===== config.mk =====
export PLATFORM = sky130hd
export DESIGN_NAME = uop_sequencer
export DESIGN_NICKNAME = d
export VERILOG_FILES = /design/src/rtl/uop_sequencer.sv
export SDC_FILE = /design/constraint.sdc
export NUM_CORES = 1
export LEC_CHECK = 0
export ABC_AREA = 1
export CAP_MARGIN = 20
export CELL_PAD_IN_SITES_DETAIL_PLACEMENT = 1
export CELL_PAD_IN_SITES_GLOBAL_PLACEMENT = 1
export CORE_ASPECT_RATIO = 0.5
export CORE_MARGIN = 1.5
export CORE_UTILIZATION = 33
export CTS_CLUSTER_DIAMETER = 100
export DETAILED_ROUTE_END_ITERATION = 10
export PLACE_DENSITY_LB_ADDON = 0.1
export SETUP_SLACK_MARGIN = 0.4
export SYNTH_ARGS = -nofsm -noshare
export SYNTH_HDL_FRONTEND = slang
export SYNTH_SLANG_ARGS = --single-unit
export TNS_END_PERCENT = 10

===== constraint.sdc =====
create_clock -name CLK -period 15 [get_ports CLK]
set_clock_uncertainty 0.15 [all_clocks]
set_input_delay 3 -clock CLK [delete_from_list [all_inputs] [get_ports CLK]]
set_output_delay 3 -clock CLK [all_outputs]
set_load 0.05 [all_outputs]

===== src/rtl/uop_sequencer.sv =====
// ---------------------------------------------------------------------------
// uop_sequencer: issues a decoded micro-op group to execute one per cycle.
// Optional same-cycle bypass of 1-uop groups: UOP_SEQ_BYPASS_EN. Rev 1.0
// ---------------------------------------------------------------------------
`default_nettype none

module uop_sequencer #(
  parameter int MAX_UOPS = 4,
  parameter int UOP_W    = 64,
  parameter int CNT_W    = $clog2(MAX_UOPS + 1),
  parameter int IDX_W    = $clog2(MAX_UOPS)
) (
  input  logic                      CLK,
  input  logic                      RST,
  input  logic                      flush,
  input  logic                      dec_valid,
  input  logic [CNT_W-1:0]          dec_num_uops,
  input  logic [MAX_UOPS*UOP_W-1:0] dec_uops,
  output logic                      dec_ready,
  output logic                      uop_valid,
  output logic [UOP_W-1:0]          uop_out,
  output logic [IDX_W-1:0]          uop_idx,
  output logic                      uop_last,
  input  logic                      ex_ready,
  output logic                      err_count
);

  typedef enum logic [0:0] {
    IDLE  = 1'b0,
    ISSUE = 1'b1
  } state_e;

  localparam logic [CNT_W-1:0] MAX_CNT = CNT_W'(MAX_UOPS);

  state_e           state_q, state_d;
  logic [IDX_W-1:0] idx_q, idx_d;
  logic [CNT_W-1:0] n_q, n_d;
  logic             err_q, err_d;
  logic [UOP_W-1:0] slot_q [MAX_UOPS];
  logic             load;

  logic             over;
  logic [CNT_W-1:0] n_in;
  logic             buf_last;
  logic             bypass;
  logic             accept;

  assign over     = dec_num_uops > MAX_CNT;
  assign n_in     = over ? MAX_CNT : dec_num_uops;
  assign buf_last = (CNT_W'(idx_q) == (n_q - CNT_W'(1)));

`ifdef UOP_SEQ_BYPASS_EN
  // A lone micro-op offered while idle is shown to execute in the offer cycle.
  assign bypass = (state_q == IDLE) && dec_valid && !flush && !RST && (n_in == CNT_W'(1));
`else
  assign bypass = 1'b0;
`endif

  always_comb begin
    uop_valid = 1'b0;
    uop_out   = '0;
    uop_idx   = '0;
    uop_last  = 1'b0;
    if (state_q == ISSUE) begin
      uop_valid = 1'b1;
      uop_out   = slot_q[idx_q];
      uop_idx   = idx_q;
      uop_last  = buf_last;
    end else if (bypass) begin
      uop_valid = 1'b1;
      uop_out   = dec_uops[UOP_W-1:0];
      uop_last  = 1'b1;
    end
  end

  // Accepting on the last issue lets back-to-back groups run without a bubble.
  assign dec_ready = !RST && !flush &&
                     ((state_q == IDLE) || (uop_valid && uop_last && ex_ready));
  assign accept    = dec_valid && dec_ready;
  assign err_count = err_q;

  always_comb begin
    state_d = state_q;
    idx_d   = idx_q;
    n_d     = n_q;
    err_d   = 1'b0;
    load    = 1'b0;
    if (flush) begin
      state_d = IDLE;
      idx_d   = '0;
    end else if (accept) begin
      err_d = over;
      idx_d = '0;
      n_d   = n_in;
      if ((n_in == '0) || (bypass && ex_ready)) begin
        state_d = IDLE;
      end else begin
        state_d = ISSUE;
        load    = 1'b1;
      end
    end else if ((state_q == ISSUE) && ex_ready) begin
      if (buf_last) begin
        state_d = IDLE;
      end else begin
        idx_d = idx_q + IDX_W'(1);
      end
    end
  end

  always_ff @(posedge CLK) begin
    if (RST) begin
      state_q <= IDLE;
      idx_q   <= '0;
      n_q     <= '0;
      err_q   <= 1'b0;
    end else begin
      state_q <= state_d;
      idx_q   <= idx_d;
      n_q     <= n_d;
      err_q   <= err_d;
    end
  end

  always_ff @(posedge CLK) begin
    if (load) begin
      for (int k = 0; k < MAX_UOPS; k++) begin
        slot_q[k] <= dec_uops[k*UOP_W +: UOP_W];
      end
    end
  end

endmodule

`default_nettype wire


### Word-level counts from Yosys, hierarchy flattened

Memory sizes are Yosys's and may differ from the RTL's. A register that Yosys moved wholly into a read port is not among the register bits.
Cells that the tools add are included.

* register bits: 7
* memory bits (writable): 256
* bits of input ports: 264
* output and inout bits: 70
* word-level logic and storage cells: 46
* memories: 1

* add/sub/neg operators: 2
* $lt $le $gt $ge: 1
* equal/unequal tests: 1
* muxes and demuxes: 15
* bitwise gates (word level): 4
* reductions and logical operators: 18

Memory list
* slot_q: depth 4, bits a word 64, rd ports 1, clocked after Yosys merged registers in 1, wr ports 4, RTL line 39 `logic [UOP_W-1:0] slot_q [MAX_UOPS];`

Operators by type and width (number)
* $mux W64: 1
* $mux W1: 10
* $logic_and A1 B1 Y1: 6
* $mux W2: 3
* $reduce_and A2 Y1: 3
* $reduce_or A3 Y1: 2
* $not A1 Y1: 4
* $reduce_bool A2 Y1: 2
* $eq A2 B3 Y1: 1
* $gt A3 B3 Y1 const B: 1
* $logic_not A3 Y1: 1
* $mux W3: 1
* $sub A3 B1 Y3 const B: 1
* $add A2 B1 Y2 const B: 1
* $logic_not A1 Y1: 2
* $reduce_or A2 Y1: 1
* $logic_or A1 B1 Y1: 1

### Longest topological paths before layout

* depth in word-level cells: 12
* gate-level depth with buffers: 11
* gate-level depth less buffers: 11

### Least setup slack after synthesis

No wires, ideal clock.

* kind: input to register
* from: input port flush
* to: memory slot_q[0][0], enable pin
* setup time: 0.878 ns
* arrival: 14.136 ns
* required time: 13.972 ns
* setup slack: -0.164 ns
* stages on the path: 4
* path buffers: 0
* path through: or2_2 inv_2 nand3_4 nor2_1

RTL lines
* start: declaration: RTL line 15 `input logic flush,`
* end: declaration: RTL line 39

### Worst setup path after layout

* from: input port RST
* to: output port dec_ready

* longest elaborated chain between the ends: 3

RTL lines
* start: declaration: RTL line 14 `input logic RST,`
* $logic_not A1 Y1: RTL line 77 `assign dec_ready = !RST && !flush &&`
* $logic_and A1 B1 Y1 (2 in series): RTL line 77
* end: declaration: RTL line 19 `output logic dec_ready,`

No other way between the ends.

==> summary.md <==
| Metric | Value |
|---|---|
| Run status | complete, no violations |
| First-pass GRT wire length | between 40000 and 50000 um |
| Cell Rows | 45 |
| Die area | 32480 um2 |
| Sum of negative setup slack | 0 ps |
| Count of mapped cells out of synthesis | 825 |
| Register area | 7873 um2 |
| Worst-case headroom to the max-slew limit | 32.02% |
| PD cells | roughly 110 nW/um2 |
| Die height | around 130 um |
| Max clock buf depth | 3 |
| Layout Nets | 1412 |
| Critical hold path startpoint | n_q[2] |
| Net count of the mapped netlist | 1090 |
| Final Core Density | 48.61% |
| Setup Viol. Count Final | 0 |
| Detailed router's first-iteration violation count | 331 |
| Leading cell type in the layout, fill and taps excluded | clkdlybuf4s50_1 |
| Netlist cell types | 24 |
| Max-slew violation total from the final report | 0 |
| Vias/cell | 4.635 |
| Skew-Pair Late Insertion Delay | about 520 ps |
| Worst r2r dst | slot_q[1][19] |
| TritonCTS clock tree | yes |
| Routability congestion estimate from global placement | between 0.7 and 0.8 |
| Number of detailed-route iterations in the first pass | 4 |
| Busiest layer in global routing | met2 |
| Met3 routing resource usage after global routing | under 10% |
| Largest incremental delay on the critical path | 810 ps |
| Maximum ir drop on the vdd rail | 0.06488 mV |
| Largest net degree at the start of global routing | 89 |
| Horizontal die dimension | 253.4 um |
| Path category of the worst min-delay check | reg -> reg |
| Commonest cells after routing, fill and taps aside | clkdlybuf4s50_1 (333), nor2_1 (265), edfxtp_1 (256), o21ai_1 (121), a21oi_1 (70) |
| P_sw | between 0.0003 and 0.0004 W |
| Post-Syn Area | 10340 um2 |
| Synth-to-layout area growth | 43.70% |
| Maximum fanout count along the critical path | 3 |
| Setup slack on the worst flop-to-flop path | 11600 ps |
| Number of H-tree branching levels | 1 |
| Actual transition at the worst max-transition pin | 1020 ps |
| Proportion of synthesized chip area in sequential cells | 76.07% |
| Count of flip-flops with a built-in enable after synthesis | 256 |
| Placeable core region | 30570 um2 |
| GRT met1 Usage | 20.76% |
| Final ANT Viol Nets | 0 |
| Share of total power in combinational logic | 7.1% |
| DRC errors left | 0 |
| Arrival time at the worst endpoint | 4680 ps |
| Count of yosys warnings during synthesis | 0 |
| CP Cell Sequence | clkdlybuf4s50_1 > or2_2 > a21oi_1 > clkdlybuf4s50_1 |
| Switching power share of the total | 20.05% |
| Peak Freq | 127.7 MHz |
| Final critical-path required period | 7834 ps |
| Remaining global-route overflow | 0 |
| Layout cells sized above 1 | around 4.8% |
| IO buf count | 333 |
| Critical Path End Type | output port |
| Fraction of registers with async set/reset | 0% |
| Io pins | ~330 |
| Hold Crit Endpoint | n_q[2] |
| Post-cts resize count | 0 |
| Clock power share | 39.7% |
| Routed length per instance | 19.13 um |
| Mean Syn Cell Area | 12.54 um2 |
| Met2 Usage GRT | 35.29% |
| Leak | between 5 and 6 nW |
| Unrepaired setup endpoints after global routing | no |
| Count of state elements after synthesis | around 270 |
| Portion of total power attributed to sequential cells | 53.3% |
| Routed via count | 7369 |
| Cell internal power dissipation | 0.001262 W |
| Estimated wirelength of the detail-placed design | just under 20000 um |
| Footprint of the multi-input gates | 2177 um2 |
| Via count of the first global-routing pass | 8028 |
| Worst setup path category | in -> out |
| Slowest-stage cell, CP | clkdlybuf4s50_1 |
| Clock net sink count | 265 |
| Maxcap violations | 0 |
| Number of hold buffers added after CTS | 0 |
| Fill count | 3249 |
| All-layer global routing usage | 18.41% |
| Number of buffers added for setup after CTS | 0 |
| Initial cell density of the core | 33.83% |
| Finished Layout Cells | 1590 |
| Number of hold violations in the final report | 0 |
| Cell count of the worst reg-to-reg path | 11 |
| Startpoint Class | input port |
| Detailed-route wire length | 30420 um |
| Commonest register cell after synthesis | edfxtp_1 |
| Instance count after placement with tap cells included | between 1500 and 2000 |
| TritonCTS buffer count | 25 |
| Required time of the worst setup path | 11850 ps |
| Clock-pin transition on the worst setup and hold timing paths | 60 ps |
| Clk Tree Root Cell | clkbuf_16 |
| Number of antenna violations at the first check in global routing | 5 |
| Count of cells along the worst hold path | 2 |
| Most frequent cell on the critical path | clkdlybuf4s50_1 |
| Ratio of final minimum period to clock period | 52.23% |
| Startpoint of the lowest-slack register-to-register path | n_q[0] |
[registers in the layout, summed over array words and instances (netlist names), named ones only]
signal     flops
state_q        1
n_q            3
err_count      1
idx_q          2
slot_q       256
[cell families after synthesis]
family,synth area share (%)
AND/OR/NAND/NOR,10.97
XOR/XNOR,0.08470
buffers and inverters,2.952
flip-flops,76.07
AO/OA/AOI/OAI,9.799
adder cells (fa/ha/maj),0.1210
[routing by layer]
| metal | vias up | wire length (um) |
|---|---|---|
| li1 | 3555 | - |
| met1 | 3639 | 11850 |
| met2 | 130 | 16730 |
| met3 | 45 | 1123 |
| met4 | 0 | 718 |
| met5 | - | 0 |
[through the flow]
stage | hold slack, ps | setup WS, ps | total power, W | area [um2]
global route | 381.9 | 7090 | 0.001634 | 14860
global placement | 326.3 | 7135 | 0.0009655 | 14040
floorplan | 297.4 | 4184 | 0.0008906 | 10340
detailed placement | 344.3 | 7165 | 0.0009689 | 14040
finish | 347.1 | 7166 | 0.001579 | 14860
CTS | 354.4 | 7150 | 0.001599 | 14820
[cell usage after synthesis, types with 9 or more instances]
cell,instances,area share (%)
o21ai_0,10,0.48
nor2_1,266,9.7
buf_4,14,1.0
buf_2,9,0.44
inv_1,13,0.47
edfxtp_1,256,74
a21oi_1,70,3.4
o21ai_1,121,5.9
dfxtp_1,9,1.7
clkbuf_1,21,0.76
nand2_1,17,0.62
[power by group through the flow]
stage | sequential [W] | clock, W | combinational [W]
after floorplan | 0.000861 | 0 | 0.0000294
after global placement | 0.000856 | 0 | 0.000109
after detailed placement | 0.000857 | 0 | 0.000112
after CTS | 0.000841 | 0.000645 | 0.000112
after global routing | 0.000842 | 0.000672 | 0.000120
final | 0.000841 | 0.000626 | 0.000112
[cell type report]
cell class,count,share of cell area [%]
sequential,265,52.97
timing repair buffer,343,23.07
multi-input combinational,496,14.65
clock buffer,31,4.361
tap,423,3.561
clock inverter,11,0.8840
inverter,16,0.4209
antenna,5,0.08419
[critical path: cells and delay by family]
family	cells	cell delay, ps
buffers and inverters	2	1240
and+or+nand+nor	1	320
AOI/OAI and AO/OA	1	120
[worst max path at each step]
stage,to,start,cells past startpoint
floorplan,slot_q[0][0],flush,4
global placement,dec_ready,RST,4
detailed placement,dec_ready,RST,4
CTS,dec_ready,RST,4
global route,dec_ready,RST,4
finish,dec_ready,RST,4
Power figures use the tool's default switching activity.
